$ cat src/rtl/fp_pkg.sv
`default_nettype none
// ============================================================================
//  Module      : fp_pkg
//  Description : Shared constants, types and helpers for the floating-point
//                register file and FPU writeback.
//                FLEN_DEFAULT - default FP data width (32 or 64)
//                NUM_FPREGS   - default architectural FP register count
//                nan_box()    - widens a single-precision value to 64 bits
//                               by filling the upper half with ones
//  Revision    : 1.0 - initial release
// ============================================================================
package fp_pkg;

    localparam int FLEN_DEFAULT = 32;
    localparam int NUM_FPREGS   = 32;

    typedef logic [FLEN_DEFAULT-1:0]        fp_word_t;
    typedef logic [$clog2(NUM_FPREGS)-1:0]  fp_addr_t;

    // A single-precision value held in a 64-bit register must look like a
    // NaN to double-precision ops, so the upper word is all ones.
    function automatic logic [63:0] nan_box(input logic [31:0] sp_val);
        return {32'hFFFF_FFFF, sp_val};
    endfunction

endpackage
`default_nettype wire

$ cat src/rtl/fp_regfile_sb_if.sv
`default_nettype none
// ============================================================================
//  Module      : fp_regfile_sb_if
//  Description : Bus bundle between issue/writeback logic (master) and the
//                FP register file with scoreboard (slave).
//                Read      : raddr_i -> rdata_o, rbusy_o
//                Issue     : issue_valid_i, issue_rd_i
//                Writeback : wvalid_i, waddr_i, wdata_i, wsingle_i
//                Store     : store_req_i, store_addr_i -> store_valid_o,
//                            store_data_o
//                FS state  : dirty_o, dirty_clr_i
//                Direction suffixes are from the register file's viewpoint.
//  Revision    : 1.0 - initial release
// ============================================================================
interface fp_regfile_sb_if import fp_pkg::*; #(
    parameter int FLEN         = FLEN_DEFAULT,
    parameter int NUM_REGS     = NUM_FPREGS,
    parameter int NUM_RD_PORTS = 3,
    parameter int AW           = $clog2(NUM_REGS)
);
    logic [NUM_RD_PORTS-1:0][AW-1:0]   raddr_i;
    logic [NUM_RD_PORTS-1:0][FLEN-1:0] rdata_o;
    logic [NUM_RD_PORTS-1:0]           rbusy_o;
    logic                              issue_valid_i;
    logic [AW-1:0]                     issue_rd_i;
    logic                              wvalid_i;
    logic [AW-1:0]                     waddr_i;
    logic [FLEN-1:0]                   wdata_i;
    logic                              wsingle_i;
    logic                              store_req_i;
    logic [AW-1:0]                     store_addr_i;
    logic                              store_valid_o;
    logic [FLEN-1:0]                   store_data_o;
    logic                              dirty_o;
    logic                              dirty_clr_i;

    modport master (
        output raddr_i, issue_valid_i, issue_rd_i, wvalid_i, waddr_i, wdata_i,
               wsingle_i, store_req_i, store_addr_i, dirty_clr_i,
        input  rdata_o, rbusy_o, store_valid_o, store_data_o, dirty_o
    );

    modport slave (
        input  raddr_i, issue_valid_i, issue_rd_i, wvalid_i, waddr_i, wdata_i,
               wsingle_i, store_req_i, store_addr_i, dirty_clr_i,
        output rdata_o, rbusy_o, store_valid_o, store_data_o, dirty_o
    );

endinterface
`default_nettype wire

$ cat src/rtl/fp_scoreboard.sv
`default_nettype none
// ============================================================================
//  Module      : fp_scoreboard
//  Description : One busy bit per FP register. Issue of a long-latency op
//                sets the destination bit, writeback clears it; a same-cycle
//                issue and writeback to one register leaves it set.
//                Ports: clk_i, rst_ni, issue_valid_i/issue_rd_i,
//                wvalid_i/waddr_i, raddr_i -> rbusy_o.
//                FP_REGFILE_BYPASS_EN: a register being written this cycle
//                reads as not busy unless it is also being re-issued.
//  Revision    : 1.0 - initial release
// ============================================================================
module fp_scoreboard import fp_pkg::*; #(
    parameter int NUM_REGS     = NUM_FPREGS,
    parameter int NUM_RD_PORTS = 3,
    parameter int AW           = $clog2(NUM_REGS)
) (
    input  wire logic                            clk_i,
    input  wire logic                            rst_ni,
    input  wire logic                            issue_valid_i,
    input  wire logic [AW-1:0]                   issue_rd_i,
    input  wire logic                            wvalid_i,
    input  wire logic [AW-1:0]                   waddr_i,
    input  wire logic [NUM_RD_PORTS-1:0][AW-1:0] raddr_i,
    output      logic [NUM_RD_PORTS-1:0]         rbusy_o
);

    logic [NUM_REGS-1:0] busy_q;
    logic [NUM_REGS-1:0] busy_d;

    // Clear first, then set, so a new issue overrides the retiring write.
    always_comb begin
        busy_d = busy_q;
        if (wvalid_i) begin
            busy_d[waddr_i] = 1'b0;
        end
        if (issue_valid_i) begin
            busy_d[issue_rd_i] = 1'b1;
        end
    end

    always_ff @(posedge clk_i or negedge rst_ni) begin
        if (!rst_ni) begin
            busy_q <= '0;
        end else begin
            busy_q <= busy_d;
        end
    end

    always_comb begin
        for (int p = 0; p < NUM_RD_PORTS; p++) begin
            rbusy_o[p] = busy_q[raddr_i[p]];
`ifdef FP_REGFILE_BYPASS_EN
            if (wvalid_i && (raddr_i[p] == waddr_i)) begin
                rbusy_o[p] = issue_valid_i && (issue_rd_i == raddr_i[p]);
            end
`endif
        end
    end

endmodule
`default_nettype wire

$ cat src/rtl/fp_regfile_sb.sv
`default_nettype none
// ============================================================================
//  Module      : fp_regfile_sb
//  Description : Floating-point register file with integrated scoreboard.
//                NUM_RD_PORTS combinational read ports with busy lookup, one
//                writeback port (NaN-boxing single-precision data when
//                FLEN=64), a latency-1 registered store-data port and the
//                FS dirty flag.
//                Ports: clk_i, rst_ni (async, active low),
//                       bus (fp_regfile_sb_if.slave) carrying read, issue,
//                       writeback, store and dirty signals.
//                FP_REGFILE_BYPASS_EN: forward writeback data to the read
//                ports and the store port in the write cycle.
//  Revision    : 1.0 - initial release
// ============================================================================
module fp_regfile_sb import fp_pkg::*; #(
    parameter int FLEN         = FLEN_DEFAULT,
    parameter int NUM_REGS     = NUM_FPREGS,
    parameter int NUM_RD_PORTS = 3,
    parameter int AW           = $clog2(NUM_REGS)
) (
    input wire logic       clk_i,
    input wire logic       rst_ni,
    fp_regfile_sb_if.slave bus
);

    logic [NUM_REGS-1:0][FLEN-1:0]     regs_q;
    logic [FLEN-1:0]                   w_wdata_eff;
    logic [NUM_RD_PORTS-1:0][FLEN-1:0] w_rdata;
    logic [FLEN-1:0]                   store_data_d;
    logic [FLEN-1:0]                   store_data_q;
    logic                              store_valid_q;
    logic                              dirty_d;
    logic                              dirty_q;

    generate
        if (FLEN == 64) begin : g_nanbox
            logic [63:0] w_boxed;
            assign w_boxed     = nan_box(bus.wdata_i[31:0]);
            assign w_wdata_eff = bus.wsingle_i ? w_boxed[FLEN-1:0] : bus.wdata_i;
        end else begin : g_no_nanbox
            assign w_wdata_eff = bus.wdata_i;
        end
    endgenerate

    always_ff @(posedge clk_i or negedge rst_ni) begin
        if (!rst_ni) begin
            regs_q <= '0;
        end else if (bus.wvalid_i) begin
            regs_q[bus.waddr_i] <= w_wdata_eff;
        end
    end

    always_comb begin
        for (int p = 0; p < NUM_RD_PORTS; p++) begin
            w_rdata[p] = regs_q[bus.raddr_i[p]];
`ifdef FP_REGFILE_BYPASS_EN
            if (bus.wvalid_i && (bus.raddr_i[p] == bus.waddr_i)) begin
                w_rdata[p] = w_wdata_eff;
            end
`endif
        end
    end

    assign bus.rdata_o = w_rdata;

    fp_scoreboard #(
        .NUM_REGS     (NUM_REGS),
        .NUM_RD_PORTS (NUM_RD_PORTS),
        .AW           (AW)
    ) u_scoreboard (
        .clk_i         (clk_i),
        .rst_ni        (rst_ni),
        .issue_valid_i (bus.issue_valid_i),
        .issue_rd_i    (bus.issue_rd_i),
        .wvalid_i      (bus.wvalid_i),
        .waddr_i       (bus.waddr_i),
        .raddr_i       (bus.raddr_i),
        .rbusy_o       (bus.rbusy_o)
    );

    // Store data only updates on a request so it holds between pulses.
    always_comb begin
        store_data_d = store_data_q;
        if (bus.store_req_i) begin
            store_data_d = regs_q[bus.store_addr_i];
`ifdef FP_REGFILE_BYPASS_EN
            if (bus.wvalid_i && (bus.store_addr_i == bus.waddr_i)) begin
                store_data_d = w_wdata_eff;
            end
`endif
        end
    end

    // A write in the same cycle as a clear leaves the state dirty.
    always_comb begin
        dirty_d = dirty_q;
        if (bus.dirty_clr_i) begin
            dirty_d = 1'b0;
        end
        if (bus.wvalid_i) begin
            dirty_d = 1'b1;
        end
    end

    always_ff @(posedge clk_i or negedge rst_ni) begin
        if (!rst_ni) begin
            store_valid_q <= 1'b0;
            store_data_q  <= '0;
            dirty_q       <= 1'b0;
        end else begin
            store_valid_q <= bus.store_req_i;
            store_data_q  <= store_data_d;
            dirty_q       <= dirty_d;
        end
    end

    assign bus.store_valid_o = store_valid_q;
    assign bus.store_data_o  = store_data_q;
    assign bus.dirty_o       = dirty_q;

endmodule
`default_nettype wire

$ cat src/flat_wrapper.sv
// flat-port wrapper written by rule: the top's interface ports become plain ports
module fp_regfile_sb_flat import fp_pkg::*;
#(
    parameter int FLEN         = FLEN_DEFAULT,
    parameter int NUM_REGS     = NUM_FPREGS,
    parameter int NUM_RD_PORTS = 3,
    parameter int AW           = $clog2(NUM_REGS)
)
  (clk_i, rst_ni, bus_raddr_i, bus_issue_valid_i, bus_issue_rd_i, bus_wvalid_i, bus_waddr_i, bus_wdata_i, bus_wsingle_i, bus_store_req_i, bus_store_addr_i, bus_dirty_clr_i, bus_rdata_o, bus_rbusy_o, bus_store_valid_o, bus_store_data_o, bus_dirty_o);
  fp_regfile_sb_if #(.FLEN(FLEN), .NUM_REGS(NUM_REGS), .NUM_RD_PORTS(NUM_RD_PORTS), .AW(AW)) bus_i ();
  input wire logic clk_i;
  input wire logic rst_ni;
  input wire logic [$bits(bus_i.raddr_i)-1:0] bus_raddr_i;
  input wire logic [$bits(bus_i.issue_valid_i)-1:0] bus_issue_valid_i;
  input wire logic [$bits(bus_i.issue_rd_i)-1:0] bus_issue_rd_i;
  input wire logic [$bits(bus_i.wvalid_i)-1:0] bus_wvalid_i;
  input wire logic [$bits(bus_i.waddr_i)-1:0] bus_waddr_i;
  input wire logic [$bits(bus_i.wdata_i)-1:0] bus_wdata_i;
  input wire logic [$bits(bus_i.wsingle_i)-1:0] bus_wsingle_i;
  input wire logic [$bits(bus_i.store_req_i)-1:0] bus_store_req_i;
  input wire logic [$bits(bus_i.store_addr_i)-1:0] bus_store_addr_i;
  input wire logic [$bits(bus_i.dirty_clr_i)-1:0] bus_dirty_clr_i;
  output wire logic [$bits(bus_i.rdata_o)-1:0] bus_rdata_o;
  output wire logic [$bits(bus_i.rbusy_o)-1:0] bus_rbusy_o;
  output wire logic [$bits(bus_i.store_valid_o)-1:0] bus_store_valid_o;
  output wire logic [$bits(bus_i.store_data_o)-1:0] bus_store_data_o;
  output wire logic [$bits(bus_i.dirty_o)-1:0] bus_dirty_o;
  assign bus_i.raddr_i = bus_raddr_i;
  assign bus_i.issue_valid_i = bus_issue_valid_i;
  assign bus_i.issue_rd_i = bus_issue_rd_i;
  assign bus_i.wvalid_i = bus_wvalid_i;
  assign bus_i.waddr_i = bus_waddr_i;
  assign bus_i.wdata_i = bus_wdata_i;
  assign bus_i.wsingle_i = bus_wsingle_i;
  assign bus_i.store_req_i = bus_store_req_i;
  assign bus_i.store_addr_i = bus_store_addr_i;
  assign bus_i.dirty_clr_i = bus_dirty_clr_i;
  assign bus_rdata_o = bus_i.rdata_o;
  assign bus_rbusy_o = bus_i.rbusy_o;
  assign bus_store_valid_o = bus_i.store_valid_o;
  assign bus_store_data_o = bus_i.store_data_o;
  assign bus_dirty_o = bus_i.dirty_o;
  fp_regfile_sb #(.FLEN(FLEN), .NUM_REGS(NUM_REGS), .NUM_RD_PORTS(NUM_RD_PORTS), .AW(AW)) u_core (.clk_i(clk_i), .rst_ni(rst_ni), .bus(bus_i));
endmodule
$ cat config.mk
export PLATFORM = sky130hd
export DESIGN_NAME = fp_regfile_sb_flat
export DESIGN_NICKNAME = d
export VERILOG_FILES = /design/src/rtl/fp_pkg.sv /design/src/rtl/fp_regfile_sb_if.sv /design/src/rtl/fp_scoreboard.sv /design/src/rtl/fp_regfile_sb.sv /design/src/flat_wrapper.sv
export SDC_FILE = /design/constraint.sdc
export NUM_CORES = 2
export LEC_CHECK = 0
export ABC_CLOCK_PERIOD_IN_PS = 3730
export CORE_MARGIN = 8
export CORE_UTILIZATION = 60
export DETAILED_ROUTE_END_ITERATION = 7
export PLACE_DENSITY_LB_ADDON = 0.15
export SLEW_MARGIN = 10
export SYNTH_ARGS = -nofsm -noshare
export SYNTH_HDL_FRONTEND = slang
export SYNTH_SLANG_ARGS = --single-unit
$ cat constraint.sdc
create_clock -name clk_i -period 3.73 [get_ports clk_i]
set_clock_uncertainty 0.2 [all_clocks]
set_input_delay 0.373 -clock clk_i [delete_from_list [all_inputs] [get_ports clk_i]]
set_output_delay 0.373 -clock clk_i [all_outputs]
set_load 0.01 [all_outputs]
# After elaboration in Yosys (flattened, before gate mapping)
# Cells that the tools add are included.
# totals
reg_bits	1090
out_inout_bits	133
# op_classes
order_cmp	8
mux	25
bitwise	3
reduce_logical	3
# op_table
op	count
1024-bit bitwise mux	1
32-bit binary-select mux with 5-bit select	4
32-bit 2-to-1 mux	7
32-bit demux with 5-bit select	1
5-bit by 6-bit less-than comparator with 1-bit output (second input constant)	6
32-bit AND	1
32-bit inverter	1
32-bit OR	1
1-bit binary-select mux with 5-bit select	3
1-bit demux with 5-bit select	2
5-bit by 1-bit >= comparator with 1-bit output (second input constant)	2
1-bit 2-to-1 mux	7
1-bit logical AND	2
2-bit nonzero test	1

# Logic depth before layout (Yosys ltp)
# logic_depth
ltp_word	9
mapped_depth	8

# Modules after synthesis
# A second synthesis with hierarchy kept.
# unflattened
cells_unflattened	4953
area_unflattened_um2	73919.6
# modules_own_cells
mod	cells_per_inst	instances	area_each_um2
fp_regfile_sb	4704	1	71641.2
fp_scoreboard	249	1	2278.4

# Worst setup path before layout
# Ideal clock, no wire load.
# synth_timing
path_type	input -> output
from	input bus_raddr_i[0]
to	output bus_rdata_o[0]
slack_ns	0.994
n_path_buf	3
t_required_ns	3.157
path_stages	6
arrival_ns	2.163
path_cell_list	buf_2 > buf_6 > buf_2 > mux4_2 > mux4_2 > mux2_2
# synth_via
elab_chain_cells	2
# synth_rtl
item	line_no	text
start, declared	flat_wrapper.sv:13	input wire logic [$bits(bus_i.raddr_i)-1:0] bus_raddr_i;
32-bit binary-select mux with 5-bit select	fp_regfile_sb.sv:56	w_rdata[p] = regs_q[bus.raddr_i[p]];
32-bit 2-to-1 mux (not written as such)	fp_regfile_sb.sv:56	
end, declared	flat_wrapper.sv:23	output wire logic [$bits(bus_i.rdata_o)-1:0] bus_rdata_o;
# Every way passes these cells. The select of a mux whose other input is x is not followed.

# Worst setup path in the final report
# layout_timing
from	register u_core.regs_q[490] (netlist bit)
to	output bus_rdata_o[74]
# layout_via
elab_chain_cells	2
# layout_rtl
item	line_no	text
start, declared	fp_regfile_sb.sv:27	logic [NUM_REGS-1:0][FLEN-1:0] regs_q;
start signal, assigned by index	fp_regfile_sb.sv:50	regs_q[bus.waddr_i] <= w_wdata_eff;
32-bit binary-select mux with 5-bit select	fp_regfile_sb.sv:56	
32-bit 2-to-1 mux (not written as such)	fp_regfile_sb.sv:56	
# Every way passes these cells. The select of a mux whose other input is x is not followed.

==> results.json <==
{
  "yosysSeqAreaShare": 0.371,
  "drc": 0,
  "final_antenna_net_count": 0,
  "track_usage": 0.366,
  "crit_fanout": 5,
  "peakVddDrop_v": 0.000514,
  "synthTopCellsByCount": "mux2_2, dfrtp_1, mux4_2, mux2i_1, clkbuf_1",
  "cts_resized": 0,
  "cp.arrival_ns": 3.08,
  "num-fill-cells": 8204,
  "end_kind": "output pin",
  "grt_pass1_vias": 53016,
  "worst-endpoint-required_ns": 3.16,
  "cts.clk_slew.worst_paths_ns": 0.06,
  "syn_to_final_growth_pct": 14.8,
  "via_count": 51849,
  "placed_area_sq_um": 79900,
  "max_freq_mhz": 274,
  "synth-edff-count": 0,
  "ios": 202,
  "synth.most_common_cell": "mux2_2",
  "drive_gt1_frac": 0.544,
  "design_area_sq_um": 84400,
  "async_reset_ff_frac": 1.00,
  "core_area_sq_um": 122000,
  "cts_tree": "yes",
  "crit_path_start_kind": "register",
  "fin_crit_sh": 0.979,
  "hold_path.class": "primary input to register",
  "slew-limit-headroom": 0.159,
  "ys_warn_count": 0,
  "htreeDepth": 4,
  "path_class": "register to output pin",
  "dieArea_sq_um": 134000,
  "antenna_found_initial": 6,
  "dieHeight_um": 366,
  "grt_pass1_wl_um": 366000,
  "maxCapViolCount": 0,
  "p_leak_nw": 35.3,
  "final_nets": 5020,
  "drt-initial-drc-count": 7113,
  "multi_input_area_sq_um": 44200,
  "p_switching_w": 0.0127,
  "clkLatencyLatePin_ns": 0.76,
  "wl_per_cell_um": 37.1,
  "synthTopCellsByArea": "dfrtp_1, mux4_2, mux2_2, mux2i_1, a22oi_1",
  "yosys.area.top_type": "dfrtp_1",
  "hold_viol": 0,
  "grt_start_max_net_pins": 135,
  "grt-ovfl-total": 0,
  "die_w_um": 366,
  "synth_seq_cells": 1090,
  "cts_buffers": 132,
  "synth_top_area_frac": 0.371,
  "ys_types": 29,
  "whs_ns": 0.128,
  "syn-cell-area_sq_um": 73600,
  "setup_tns_ns": 0,
  "clkPwrFrac": 0.317,
  "synth_nets": 4913,
  "outcome": "finished clean",
  "drtPass1Iterations": 5,
  "final_util": 0.694,
  "period_minus_slack_ns": 3.65,
  "avgSynthCellArea_sq_um": 15.2,
  "gp_congestion": 0.874,
  "power_density_nw_per_um2": 506,
  "routed_via_density": 7.77,
  "rsz0062_at_grt": "false",
  "hpwlAfterDp_um": 153000,
  "power_frac_comb": 0.286,
  "fp-row-count": 128,
  "cts_max_path_buffers": 3,
  "report.final.slew_viol_count": 0,
  "start_util": 0.604,
  "setup_viol": 0,
  "seqPwrFrac": 0.397,
  "io_buffers": 200,
  "p_sw_frac": 0.298,
  "regArea_sq_um": 27300,
  "synth_ff_type": "dfrtp_1",
  "syn_inst": 4844,
  "worstMarginPinSlew_ns": 1.26,
  "intPower_w": 0.0300,
  "cts-root-buf": "clkbuf_16",
  "clock_sinks": 1090,
  "wirelength_um": 248000
}
-- stage by stage --
stage	total power (W)	setup WS (ns)	cells
after global routing	0.0444	0.0358	6676
after global placement	0.0286	0.103	6438
after detailed placement	0.0291	0.0194	6438
after CTS	0.0427	0.0465	6675
final	0.0428	0.0773	6677
after floorplan	0.0249	0.994	4844
-- layout make-up --
type | count | area share
tap | 1625 | 0.0241
clock buffer | 189 | 0.0463
antenna | 2 | 0.0000593
multi-input combinational | 3196 | 0.523
sequential | 1090 | 0.323
timing repair buffer | 530 | 0.0762
clock inverter | 44 | 0.00708
inverter | 1 | 0.0000444
-- kinds of logic after synthesis --
family / count (synthesis) / synth area share
AND/OR/NAND/NOR: 106 / 0.00803
AO/OA/AOI/OAI: 433 / 0.0390
flip-flops: 1090 / 0.371
buffers and inverters: 558 / 0.0328
multiplexers: 2657 / 0.549
-- critical path: stages (launching register included) --
cell and delay, ns:
dfrtp_1 0.43, mux4_2 0.50, mux4_2 0.52, mux2_2 0.32, clkdlybuf4s50_1 0.54
-- cells in the final DEF, fill, tap and decap left out, types with 8 or more instances in the layout --
master           instances
mux2i_1                512
nand3b_1                 8
a21oi_1                128
clkbuf_1                23
nor2_4                  17
a22oi_1                256
nand2_4                 17
buf_4                  180
dfrtp_1               1090
mux4_2                 990
a22o_1                  16
o21ai_0                 32
buf_12                 154
nor4_1                  32
clkdlybuf4s50_1        181
buf_8                    8
clkinv_2                21
mux2_2                1155
bufinv_16               14
clkbuf_8                29
clkbuf_16              137
-- what timing repair did --
action	CTS	global route
hold buffers	4	0
setup buffers	0	0
endpoints found under the hold margin	550	0
-- path summary, 6_finish.rpt --
check / slack, ns / depth (start not counted) / end / from
min in group asynchronous: 0.17 / 3 / u_core.regs_q[167] / rst_ni
worst max register to register: 1.49 / 6 / u_core.bus.store_data_o[27] / u_core.regs_q[315]
worst min register to register: 0.29 / 1 / u_core.bus.dirty_o / u_core.bus.dirty_o
max in group asynchronous: 2.28 / 3 / u_core.regs_q[311] / rst_ni
worst max-delay path: 0.08 / 4 / bus_rdata_o[74] / u_core.regs_q[490]
worst min-delay path: 0.13 / 2 / u_core.regs_q[443] / bus_wdata_i[27]
-- metal layers --
metal | part of all wire | wire length (um) | global-route usage | vias up
met2 | 0.44 | 110000 | 0.530 | 3588
met4 | 0.060 | 14900 | 0.186 | 8
met3 | 0.12 | 30800 | 0.106 | 837
met5 | 0.00014 | 35 | 0 | -
met1 | 0.37 | 92100 | 0.509 | 27379
li1 | - | - | - | 20037
-- flip-flops by register name, summed over array words and instances (netlist names) --
signal,flops
u_core.bus.dirty_o,1
u_core.bus.store_data_o,32
u_core.bus.store_valid_o,1
u_core.regs_q,1024
u_core.u_scoreboard.busy_q,32
-- power by group through the flow --
| stage | Combinational, W | Clock [W] | Sequential (W) |
|---|---|---|---|
| 6_report | 0.0122 | 0.0136 | 0.0170 |
| 5_1_grt | 0.0129 | 0.0142 | 0.0173 |
| 4_1_cts | 0.0122 | 0.0137 | 0.0168 |
| 3_5_place_dp | 0.0121 | 0 | 0.0170 |
| 3_3_place_gp | 0.0119 | 0 | 0.0167 |
| 2_1_floorplan | 0.00874 | 0 | 0.0162 |
Power figures use the tool's default switching activity.
